File: config.mk
export PLATFORM = sky130hd
export DESIGN_NAME = bias_seq_flat
export DESIGN_NICKNAME = d
export VERILOG_FILES = /design/src/rtl/bias_seq_pkg.sv /design/src/rtl/bias_seq_if.sv /design/src/rtl/bias_skid_fifo.sv /design/src/rtl/bias_seq.sv /design/src/flat_wrapper.sv
export SDC_FILE = /design/constraint.sdc
export NUM_CORES = 1
export LEC_CHECK = 0
export BUFFER_PORTS_ARGS = -buffer_cell sky130_fd_sc_hd__buf_2
export CAP_MARGIN = 20
export CORE_ASPECT_RATIO = 1.25
export CORE_MARGIN = 2
export CORE_UTILIZATION = 50
export DETAILED_ROUTE_END_ITERATION = 10
export PLACE_DENSITY = 0.71
export SYNTH_ARGS = -nofsm -noshare
export SYNTH_HDL_FRONTEND = slang
export SYNTH_SLANG_ARGS = --single-unit
export TNS_END_PERCENT = 5
File: constraint.sdc
create_clock -name ap_clk -period 4 [get_ports ap_clk]
set_input_delay 0.4 -clock ap_clk [delete_from_list [all_inputs] [get_ports ap_clk]]
set_output_delay 0.4 -clock ap_clk [all_outputs]
set_load 0.005 [all_outputs]
File: src/rtl/bias_seq_pkg.sv
// bias_seq_pkg: shared FSM state type, skid sizing and address-width helper for the bias sequencer.
package bias_seq_pkg;
   typedef enum logic [1:0] {IDLE, RUN, DRAIN, DONE} state_t;
   localparam int SKID_DEPTH = 2;
   localparam int OCC_W = $clog2(SKID_DEPTH + 1);
   function automatic int addr_w(input int n);
      return (n > 1) ? $clog2(n) : 1;
   endfunction
endpackage

File: src/rtl/bias_seq_if.sv
// bias_seq_if: control, ROM and output-stream signals of the bias sequencer.
interface bias_seq_if #(
   parameter int MEM_SIZE   = 8,
   parameter int DATA_WIDTH = 16,
   parameter int PASS_W     = 16
);
   localparam int AW = bias_seq_pkg::addr_w(MEM_SIZE);
   logic                  ap_start;
   logic [PASS_W-1:0]     cfg_passes;
   logic                  ap_idle;
   logic                  ap_done;
   logic [AW-1:0]         rom_addr;
   logic                  rom_ce;
   logic [DATA_WIDTH-1:0] rom_q;
   logic [DATA_WIDTH-1:0] output_V_din;
   logic                  output_V_full_n;
   logic                  output_V_write;
   modport master (
      input  ap_start, cfg_passes, rom_q, output_V_full_n,
      output ap_idle, ap_done, rom_addr, rom_ce, output_V_din, output_V_write
   );
   modport slave (
      output ap_start, cfg_passes, rom_q, output_V_full_n,
      input  ap_idle, ap_done, rom_addr, rom_ce, output_V_din, output_V_write
   );
endinterface

File: src/rtl/bias_skid_fifo.sv
// bias_skid_fifo: 2-entry registered FIFO absorbing the ROM read latency under backpressure.
module bias_skid_fifo
   import bias_seq_pkg::*;
#(
   parameter int DATA_WIDTH = 16
) (
   input  logic                  clk,
   input  logic                  rst,
   input  logic                  i_push,
   input  logic                  i_pop,
   input  logic [DATA_WIDTH-1:0] i_din,
   output logic [DATA_WIDTH-1:0] o_dout,
   output logic [OCC_W-1:0]      o_occ
);
   logic [DATA_WIDTH-1:0] r_d0, r_d1;
   logic [OCC_W-1:0]      r_occ;
   logic [OCC_W-1:0]      w_wpos;
   // slot the new word lands in once this cycle's pop has shifted the head out
   assign w_wpos = r_occ - OCC_W'(i_pop);
   always_ff @(posedge clk or posedge rst)
      if (rst) begin
         r_d0  <= '0;
         r_d1  <= '0;
         r_occ <= '0;
      end else begin
         r_d0  <= (i_push && w_wpos == '0) ? i_din : i_pop ? r_d1 : r_d0;
         r_d1  <= (i_push && w_wpos == OCC_W'(1)) ? i_din : r_d1;
         r_occ <= r_occ + OCC_W'(i_push) - OCC_W'(i_pop);
      end
   assign o_dout = r_d0;
   assign o_occ  = r_occ;
endmodule

File: src/rtl/bias_seq.sv
// bias_seq: streams the bias ROM vector cfg_passes times into an ap_fifo, honouring full_n.
module bias_seq
   import bias_seq_pkg::*;
#(
   parameter int MEM_SIZE   = 8,
   parameter int DATA_WIDTH = 16,
   parameter int PASS_W     = 16
) (
   input logic       ap_clk,
   input logic       ap_rst,
   bias_seq_if.master bus
);
   localparam int AW = addr_w(MEM_SIZE);
   state_t                r_state;
   logic [AW-1:0]         r_addr;
   logic [PASS_W-1:0]     r_pass, r_passes;
   logic                  r_inflight, r_idle, r_done;
   logic [OCC_W-1:0]      w_occ;
   logic [DATA_WIDTH-1:0] w_head;
   logic                  w_pop, w_issue, w_wrap, w_last, w_empty_nxt;
   assign w_pop = (w_occ != '0) && bus.output_V_full_n;
   // credit: words held plus in flight after this cycle's pop must leave room for one more
   assign w_issue = (r_state == RUN) && (3'(w_occ) + 3'(r_inflight) <= 3'(w_pop) + 3'd1);
   assign w_wrap = r_addr == AW'(MEM_SIZE - 1);
   assign w_last = w_wrap && (r_pass == r_passes - 1'b1);
   assign w_empty_nxt = 3'(w_occ) + 3'(r_inflight) == 3'(w_pop);
   always_ff @(posedge ap_clk or posedge ap_rst)
      if (ap_rst) begin
         r_state    <= IDLE;
         r_addr     <= '0;
         r_pass     <= '0;
         r_passes   <= '0;
         r_inflight <= 1'b0;
         r_idle     <= 1'b1;
         r_done     <= 1'b0;
      end else begin
         r_inflight <= w_issue;
         case (r_state)
            IDLE: if (bus.ap_start) begin
               r_idle <= 1'b0;
               if (bus.cfg_passes != '0) begin
                  r_passes <= bus.cfg_passes;
                  r_addr   <= '0;
                  r_pass   <= '0;
                  r_state  <= RUN;
               end else begin
                  r_done  <= 1'b1;
                  r_state <= DONE;
               end
            end
            RUN: if (w_issue) begin
               r_addr <= w_wrap ? '0 : r_addr + 1'b1;
               if (w_wrap) r_pass <= r_pass + 1'b1;
               if (w_last) r_state <= DRAIN;
            end
            DRAIN: if (w_empty_nxt) begin
               r_done  <= 1'b1;
               r_state <= DONE;
            end
            DONE: begin
               r_done  <= 1'b0;
               r_idle  <= 1'b1;
               r_state <= IDLE;
            end
         endcase
      end
   bias_skid_fifo #(.DATA_WIDTH(DATA_WIDTH)) u_skid (
      .clk    (ap_clk),
      .rst    (ap_rst),
      .i_push (r_inflight),
      .i_pop  (w_pop),
      .i_din  (bus.rom_q),
      .o_dout (w_head),
      .o_occ  (w_occ)
   );
   assign bus.ap_idle        = r_idle;
   assign bus.ap_done        = r_done;
   assign bus.rom_addr       = r_addr;
   assign bus.rom_ce         = w_issue;
   assign bus.output_V_din   = w_head;
   assign bus.output_V_write = w_pop;
endmodule
File: src/flat_wrapper.sv
// flat-port wrapper written by rule: the top's interface ports become plain ports
module bias_seq_flat import bias_seq_pkg::*;
#(
   parameter int MEM_SIZE   = 8,
   parameter int DATA_WIDTH = 16,
   parameter int PASS_W     = 16
)
  (ap_clk, ap_rst, bus_ap_start, bus_cfg_passes, bus_rom_q, bus_output_V_full_n, bus_ap_idle, bus_ap_done, bus_rom_addr, bus_rom_ce, bus_output_V_din, bus_output_V_write);
  bias_seq_if #(.MEM_SIZE(MEM_SIZE), .DATA_WIDTH(DATA_WIDTH), .PASS_W(PASS_W)) bus_i ();
  input logic ap_clk;
  input logic ap_rst;
  input wire logic [$bits(bus_i.ap_start)-1:0] bus_ap_start;
  input wire logic [$bits(bus_i.cfg_passes)-1:0] bus_cfg_passes;
  input wire logic [$bits(bus_i.rom_q)-1:0] bus_rom_q;
  input wire logic [$bits(bus_i.output_V_full_n)-1:0] bus_output_V_full_n;
  output wire logic [$bits(bus_i.ap_idle)-1:0] bus_ap_idle;
  output wire logic [$bits(bus_i.ap_done)-1:0] bus_ap_done;
  output wire logic [$bits(bus_i.rom_addr)-1:0] bus_rom_addr;
  output wire logic [$bits(bus_i.rom_ce)-1:0] bus_rom_ce;
  output wire logic [$bits(bus_i.output_V_din)-1:0] bus_output_V_din;
  output wire logic [$bits(bus_i.output_V_write)-1:0] bus_output_V_write;
  assign bus_i.ap_start = bus_ap_start;
  assign bus_i.cfg_passes = bus_cfg_passes;
  assign bus_i.rom_q = bus_rom_q;
  assign bus_i.output_V_full_n = bus_output_V_full_n;
  assign bus_ap_idle = bus_i.ap_idle;
  assign bus_ap_done = bus_i.ap_done;
  assign bus_rom_addr = bus_i.rom_addr;
  assign bus_rom_ce = bus_i.rom_ce;
  assign bus_output_V_din = bus_i.output_V_din;
  assign bus_output_V_write = bus_i.output_V_write;
  bias_seq #(.MEM_SIZE(MEM_SIZE), .DATA_WIDTH(DATA_WIDTH), .PASS_W(PASS_W)) u_core (.ap_clk(ap_clk), .ap_rst(ap_rst), .bus(bus_i));
endmodule
==> results of run 1 <==
## kinds of logic (layout without fill, tap and decap cells)
logic type                 count (synthesis)  in the layout
and+or+nand+nor                          118            118
DFF                                       74             74
muxes                                     58             58
AOI/OAI and AO/OA                         46             46
xor gates and xnor gates                  35             35
buffers and inverters                     28             93
adders and majority gates                 15             15
## state kept, by name (all words and copies together) (netlist names)
register / cells
u_core.bus.ap_done: 1
u_core.bus.ap_idle: 1
u_core.bus.rom_addr: 3
u_core.r_inflight: 1
u_core.r_pass: 16
u_core.r_passes: 16
u_core.r_state: 2
u_core.u_skid.o_dout: 16
u_core.u_skid.o_occ: 2
u_core.u_skid.r_d1: 16
## final cells by class
cell class                      instances  area (um2)  share of cell area, %
Sequential cell                        74        1850                   39.8
Timing Repair Buffer                   63         335                   7.21
Clock buffer                           10         128                   2.74
Inverter                               14        52.6                   1.13
Clock inverter                          6        91.3                   1.96
Tap cell                               95         119                   2.56
Multi-Input combinational cell        272        2070                   44.6
## where the power goes
group	internal (W)	total [W]	switching, W	leakage, nW
logic	0.000749	0.00143	0.000680	1.16
clock network	0.000352	0.000640	0.000288	0.0987
registers	0.00106	0.00135	0.000290	0.922
## cells in the mapped netlist (2+ instances only)
cell      instances  area [um2]
a21oi_1          21         105
nor3_1            3        15.0
a22o_1            3        26.3
nor4_1           11        68.8
and3_1            4        25.0
nor2_1           43         161
clkbuf_1         10        37.5
nand4_1          12        75.1
mux2i_1          22         220
ha_1             14         175
buf_1             2        7.51
a21o_1            3        22.5
o31a_1            2        17.5
dfrtp_1          73        1830
xor2_1           15         131
o21ai_0           5        25.0
nand2_1          14        52.6
inv_1            14        52.6
nor2b_1           6        37.5
a31oi_1           2        12.5
xnor2_1          20         175
nor4b_2           2        30.0
nand3b_1          3        22.5
nand2b_1          3        18.8
a211oi_1          2        15.0
mux2_2           35         394
nand3_1           8        40.0
## through the flow
step	power [W]	util (%)	area [um2]	setup slack [ns]	hold WS (ns)
6_report	0.00342	59.7	4650	1.00	0.195
5_1_grt	0.00371	59.7	4650	0.775	0.277
4_1_cts	0.00346	59.5	4640	0.969	0.230
3_5_place_dp	0.00281	56.7	4420	1.07	0.464
3_3_place_gp	0.00275	56.7	4420	1.16	0.454
2_1_floorplan	0.00241	-	4030	0.582	0.474
## metal layers
layer,track usage [%],up-vias,routed length [um]
met5,0,-,0
met4,8.64,0,204
met3,3.41,16,347
met2,32.0,69,3890
met1,24.2,1436,3400
li1,-,1443,-
## worst paths after layout
check / start / endpoint / depth (start not counted)
setup / recovery: u_core.u_skid.o_occ[1]$_DFF_PP0_ / bus_rom_ce / 7
hold / removal: ap_rst / u_core.u_skid.r_d1[7]$_DFFE_PP0P_ / 2
setup reg to reg: u_core.u_skid.o_occ[1]$_DFF_PP0_ / u_core.r_pass[3]$_DFFE_PP0P_ / 10
hold reg to reg: u_core.bus.ap_done$_DFFE_PP0P_ / u_core.bus.ap_done$_DFFE_PP0P_ / 1
max in group asynchronous: ap_rst / u_core.bus.ap_idle$_DFFE_PP1P_ / 3
min in group ap_clk: bus_rom_q[9] / u_core.u_skid.r_d1[9]$_DFFE_PP0P_ / 2
==> impl_metrics.ini, run 1 <==
[synth]
synth_nets = 425
syn_area_per_cell_um2 = 10.8
synth_fa_ha_area_share_pct = 4.84
seq_area_frac_synth_pct = 46.0
synth_area_um2 = 4030
synth_top_family_by_area = simple AND/OR/NAND/NOR gates
synth_compound_area_share_pct = 7.42
synthXorXnorAreaFrac_pct = 7.60
syn_inst = 374
synth_top_flop_cell = dfrtp_1
ys_warn_count = 0
yosys-mux-area-fraction_pct = 15.6
yosys.area_share.simple_pct = 15.9
synth_edf_count = 0
synth-seq-cells = 74
async_flop_share_pct = 100
yosysUniqueCellTypes = 49

[clock_tree]
clock_sinks = 74
cts_resized = 0
cts_tree = built
h-tree-depth = 3
clockBufferDepth = 2
ctsHoldBuffers = 0
cts_buffers = 9
clk_latency_ns = 0.35
clk_pin_slew_ns = 0.08
cts-root-buf = clkbuf_8
postCtsSetupBuffers = 0

[placed_design]
gp_congestion = 0.815
numPortBuffers = 58
dp_hpwl_um = 5870
dpl.cell_count = 517

[worst_setup_path]
r2r_slack_ns = 1.05
slowest_delay_ns = 0.51
crit_buf_inv = 2
worstPathArrival_ns = 2.60
worstPathCellList = o21ai_2 -> inv_1 -> fa_1 -> o31a_1 -> a21oi_1 -> nor2b_1 -> buf_2
cp-end-kind = output port
slowest_stage = fa_1
path_class = flip-flop to output port
cp_top_family = compound AO/OA/AOI/OAI gates
required_ns = 3.60
crit_fanout = 7
startpoint_type = flip-flop

[grt]
grtUsageTotal_pct = 19.2
grt_max_degree = 41
grt_pass1_vias = 2950
grt_pass1_wl_um = 13700
antenna_found_initial = 0
overflow = 0

[sta]
setup_tns_ns = 0
fmax_mhz = 333
finalCriticalPeriod_ns = 3.00
post-route-period-util_pct = 75.0
worstMarginPinSlew_ns = 0.856
rsz0062_at_grt = false
setup_viol = 0
slew_headroom_pct = 42.7
hold_viol_final = 0
clock_skew_ns = 0.00816
slew_viol_final = 0

[power_and_ir_drop]
power-per-cell-area_nw_per_um2 = 735
p_leak_nw = 2.18
peakVddDrop_uv = 431

[routing]
drtIter0Drc = 116
ant_nets = 0
drc_errors = 0
wl_per_cell_um = 14.7
drt-total-wl_um = 7840
drt_pass1_iterations = 4
vias = 2964
detail_route.vias_per_cell = 5.55

[layout]
antenna_cells = 0
final_common_cell = dfrtp_1
fill_cells = 663
fin_cells = 534
layout-drive-gt1-share_pct = 28.5
areaGrowthSynthToFinish_pct = 15.4
final_nets = 485
final_cell_mix = dfrtp_1, buf_2, nor2_1

[die]
dieArea_um2 = 8800
start_util_pct = 51.8
die_w_um = 84.3
die_height_um = 104
num_io_pins = 59
core_area_um2 = 7790
core.rowCount = 36

[worst_hold_path]
hp-class = input pin to asynchronous set/reset pin

[flow_run]
cap_violations = 0

[status]
status = finished clean
Power figures use the tool's default switching activity.
==> inputs of run 2 (changes only) <==
==> constraint.sdc (replaced) <==
create_clock -name ap_clk -period 3 [get_ports ap_clk]
set_input_delay 0.3 -clock ap_clk [delete_from_list [all_inputs] [get_ports ap_clk]]
set_output_delay 0.3 -clock ap_clk [all_outputs]
set_load 0.005 [all_outputs]
==> run 2 against run 1 <==
- combinational power up 36%
- final cell count is the same
- non-clock buffer count stayed put
- via count rose by 0.78%
- critical path depth is 3 higher
- worst setup slack worse by 0.86 ns
- die area unchanged
- sequential share of layout area barely moved
==> impl_metrics.ini, run 2 (synthesized netlist as in run 1, its figures left out) <==
[status]
status = finished clean

[sta]
slew_viol_final = 0
clock_skew_ns = 0.00685
rsz0062_at_grt = true
setup_viol = 0
fmax_mhz = 350
post-route-period-util_pct = 95.4
setup_tns_ns = 0
slew_headroom_pct = 41.8
hold_viol_final = 0
holdWs_ns = 0.0111
worstMarginPinSlew_ns = 0.869
finalCriticalPeriod_ns = 2.86

[die]
die_w_um = 84.3
die_height_um = 104
core_area_um2 = 7790
dieArea_um2 = 8800
start_util_pct = 51.8
core.rowCount = 36
num_io_pins = 59

[worst_setup_path]
startpoint_type = flip-flop
reg2reg_depth = 10
path_class = flip-flop to flip-flop
r2r_slack_ns = 0.14
crit_fanout = 7
worstPathArrival_ns = 3.10
crit_buf_inv = 1
r2r_start = u_core.u_skid.o_occ[1]$_DFF_PP0_
slowest_stage = fa_1
required_ns = 3.24
crit_top_cell = nor4_1
worstPathCellList = o21ai_2 -> inv_1 -> fa_1 -> o31a_1 -> a21oi_2 -> nor4_1 -> nand4_1 -> nor4_1 -> a31o_2 -> mux2_4
cp-end-kind = flip-flop
r2r-end = u_core.r_state[1]$_DFFE_PP0P_
slowest_delay_ns = 0.57
cp_top_family = compound AO/OA/AOI/OAI gates

[layout]
stdcell_area_um2 = 4660
final_common_cell = dfrtp_1
final_core_util_pct = 59.7
layout-drive-gt1-share_pct = 29.2
fin_cells = 534
final_cell_mix = dfrtp_1, buf_2, nor2_1
final_nets = 485
antenna_cells = 0
areaGrowthSynthToFinish_pct = 15.5

[grt]
grtUsageTotal_pct = 19.7
overflow = 0
grt.met3_usage_pct = 3.97
use_met2_pct = 33.2
grt_pass1_vias = 2993
grt_pass1_wl_um = 13900
antenna_found_initial = 0
grt.busiest_layer = met2
grt_max_degree = 47
use_met1_pct = 24.3

[power_and_ir_drop]
p_sw_share_pct = 37.9
p_switching_w = 0.00173
combPwrFrac_pct = 42.6
p_int_w = 0.00283
p_clk_share_pct = 18.0
p_leak_nw = 2.19
power-per-cell-area_nw_per_um2 = 980
p_seq_share_pct = 39.5
peakVddDrop_uv = 626

[routing]
wl_per_cell_um = 14.8
detail_route.vias_per_cell = 5.59
drt-total-wl_um = 7880
drt_pass1_iterations = 4
vias = 2987
drtIter0Drc = 88
drc_errors = 0
ant_nets = 0

[placed_design]
place_area_um2 = 4440
numPortBuffers = 58
gp_congestion = 0.823
dp_hpwl_um = 5720
dpl.cell_count = 518

[clock_tree]
cts-root-buf = clkbuf_8
clk_latency_ns = 0.36
cts_buffers = 9
postCtsSetupBuffers = 0
clock_sinks = 74
clk_pin_slew_ns = 0.09
clockBufferDepth = 2
h-tree-depth = 3
cts_tree = built

[worst_hold_path]
hp-class = input pin to asynchronous set/reset pin

[flow_run]
cap_violations = 0
==> run 2: changes by cell type in the layout (fill, tap and decap cells not counted), sizes merged <==
cell / before / now
clkinvlp: 3 / 1
inv: 14 / 16
bufinv: 2 / 1
clkinv: 1 / 2
==> run 2: worst max path at each step <==
stage	slack [ns]	depth (start not counted)	startpoint	endpoint
3_3_place_gp	0.16	10	u_core.u_skid.o_occ[0]$_DFF_PP0_	u_core.r_state[1]$_DFFE_PP0P_
6_report	0.14	10	u_core.u_skid.o_occ[1]$_DFF_PP0_	u_core.r_state[1]$_DFFE_PP0P_
5_1_grt	-0.04	10	u_core.u_skid.o_occ[1]$_DFF_PP0_	u_core.r_pass[15]$_DFFE_PP0P_
2_1_floorplan	0.007	12	u_core.u_skid.o_occ[1]$_DFF_PP0_	u_core.r_state[1]$_DFFE_PP0P_
4_1_cts	0.05	10	u_core.u_skid.o_occ[0]$_DFF_PP0_	u_core.r_state[1]$_DFFE_PP0P_
3_5_place_dp	0.08	10	u_core.u_skid.o_occ[0]$_DFF_PP0_	u_core.r_state[1]$_DFFE_PP0P_
==> run 2: final cells by class <==
class,instances,area [um2]
tap,95,119
timing repair buffer,63,340
clock inverter,6,72.6
fill,648,3140
inverter,14,52.6
sequential,74,1850
multi-input combinational,272,2080
clock buffer,10,138
==> run 2: stage by stage <==
step	total power (W)	setup WS (ns)
after floorplan	0.00324	0.00747
after global placement	0.00368	0.162
after detailed placement	0.00377	0.0771
after CTS	0.00462	0.0522
after global routing	0.00495	-0.0435
final	0.00456	0.139
==> run 2: repair_timing <==
action,in CTS,in global routing
setup endpoints to repair,0,11
resized for setup,0,2
hold buffers,0,0
==> run 2: power by group through the flow <==
stage	clock (W)	combinational (W)	sequential, W
floorplan	0	0.00151	0.00172
global placement	0	0.00188	0.00179
detailed placement	0	0.00195	0.00182
CTS	0.000850	0.00196	0.00180
global route	0.000879	0.00220	0.00187
finish	0.000819	0.00194	0.00180
==> run 2: per-layer routing <==
layer | wire length (um) | part of all wire [%]
met5 | 0 | 0
met4 | 177 | 2.2
met3 | 335 | 4.2
met2 | 3940 | 50
met1 | 3430 | 43
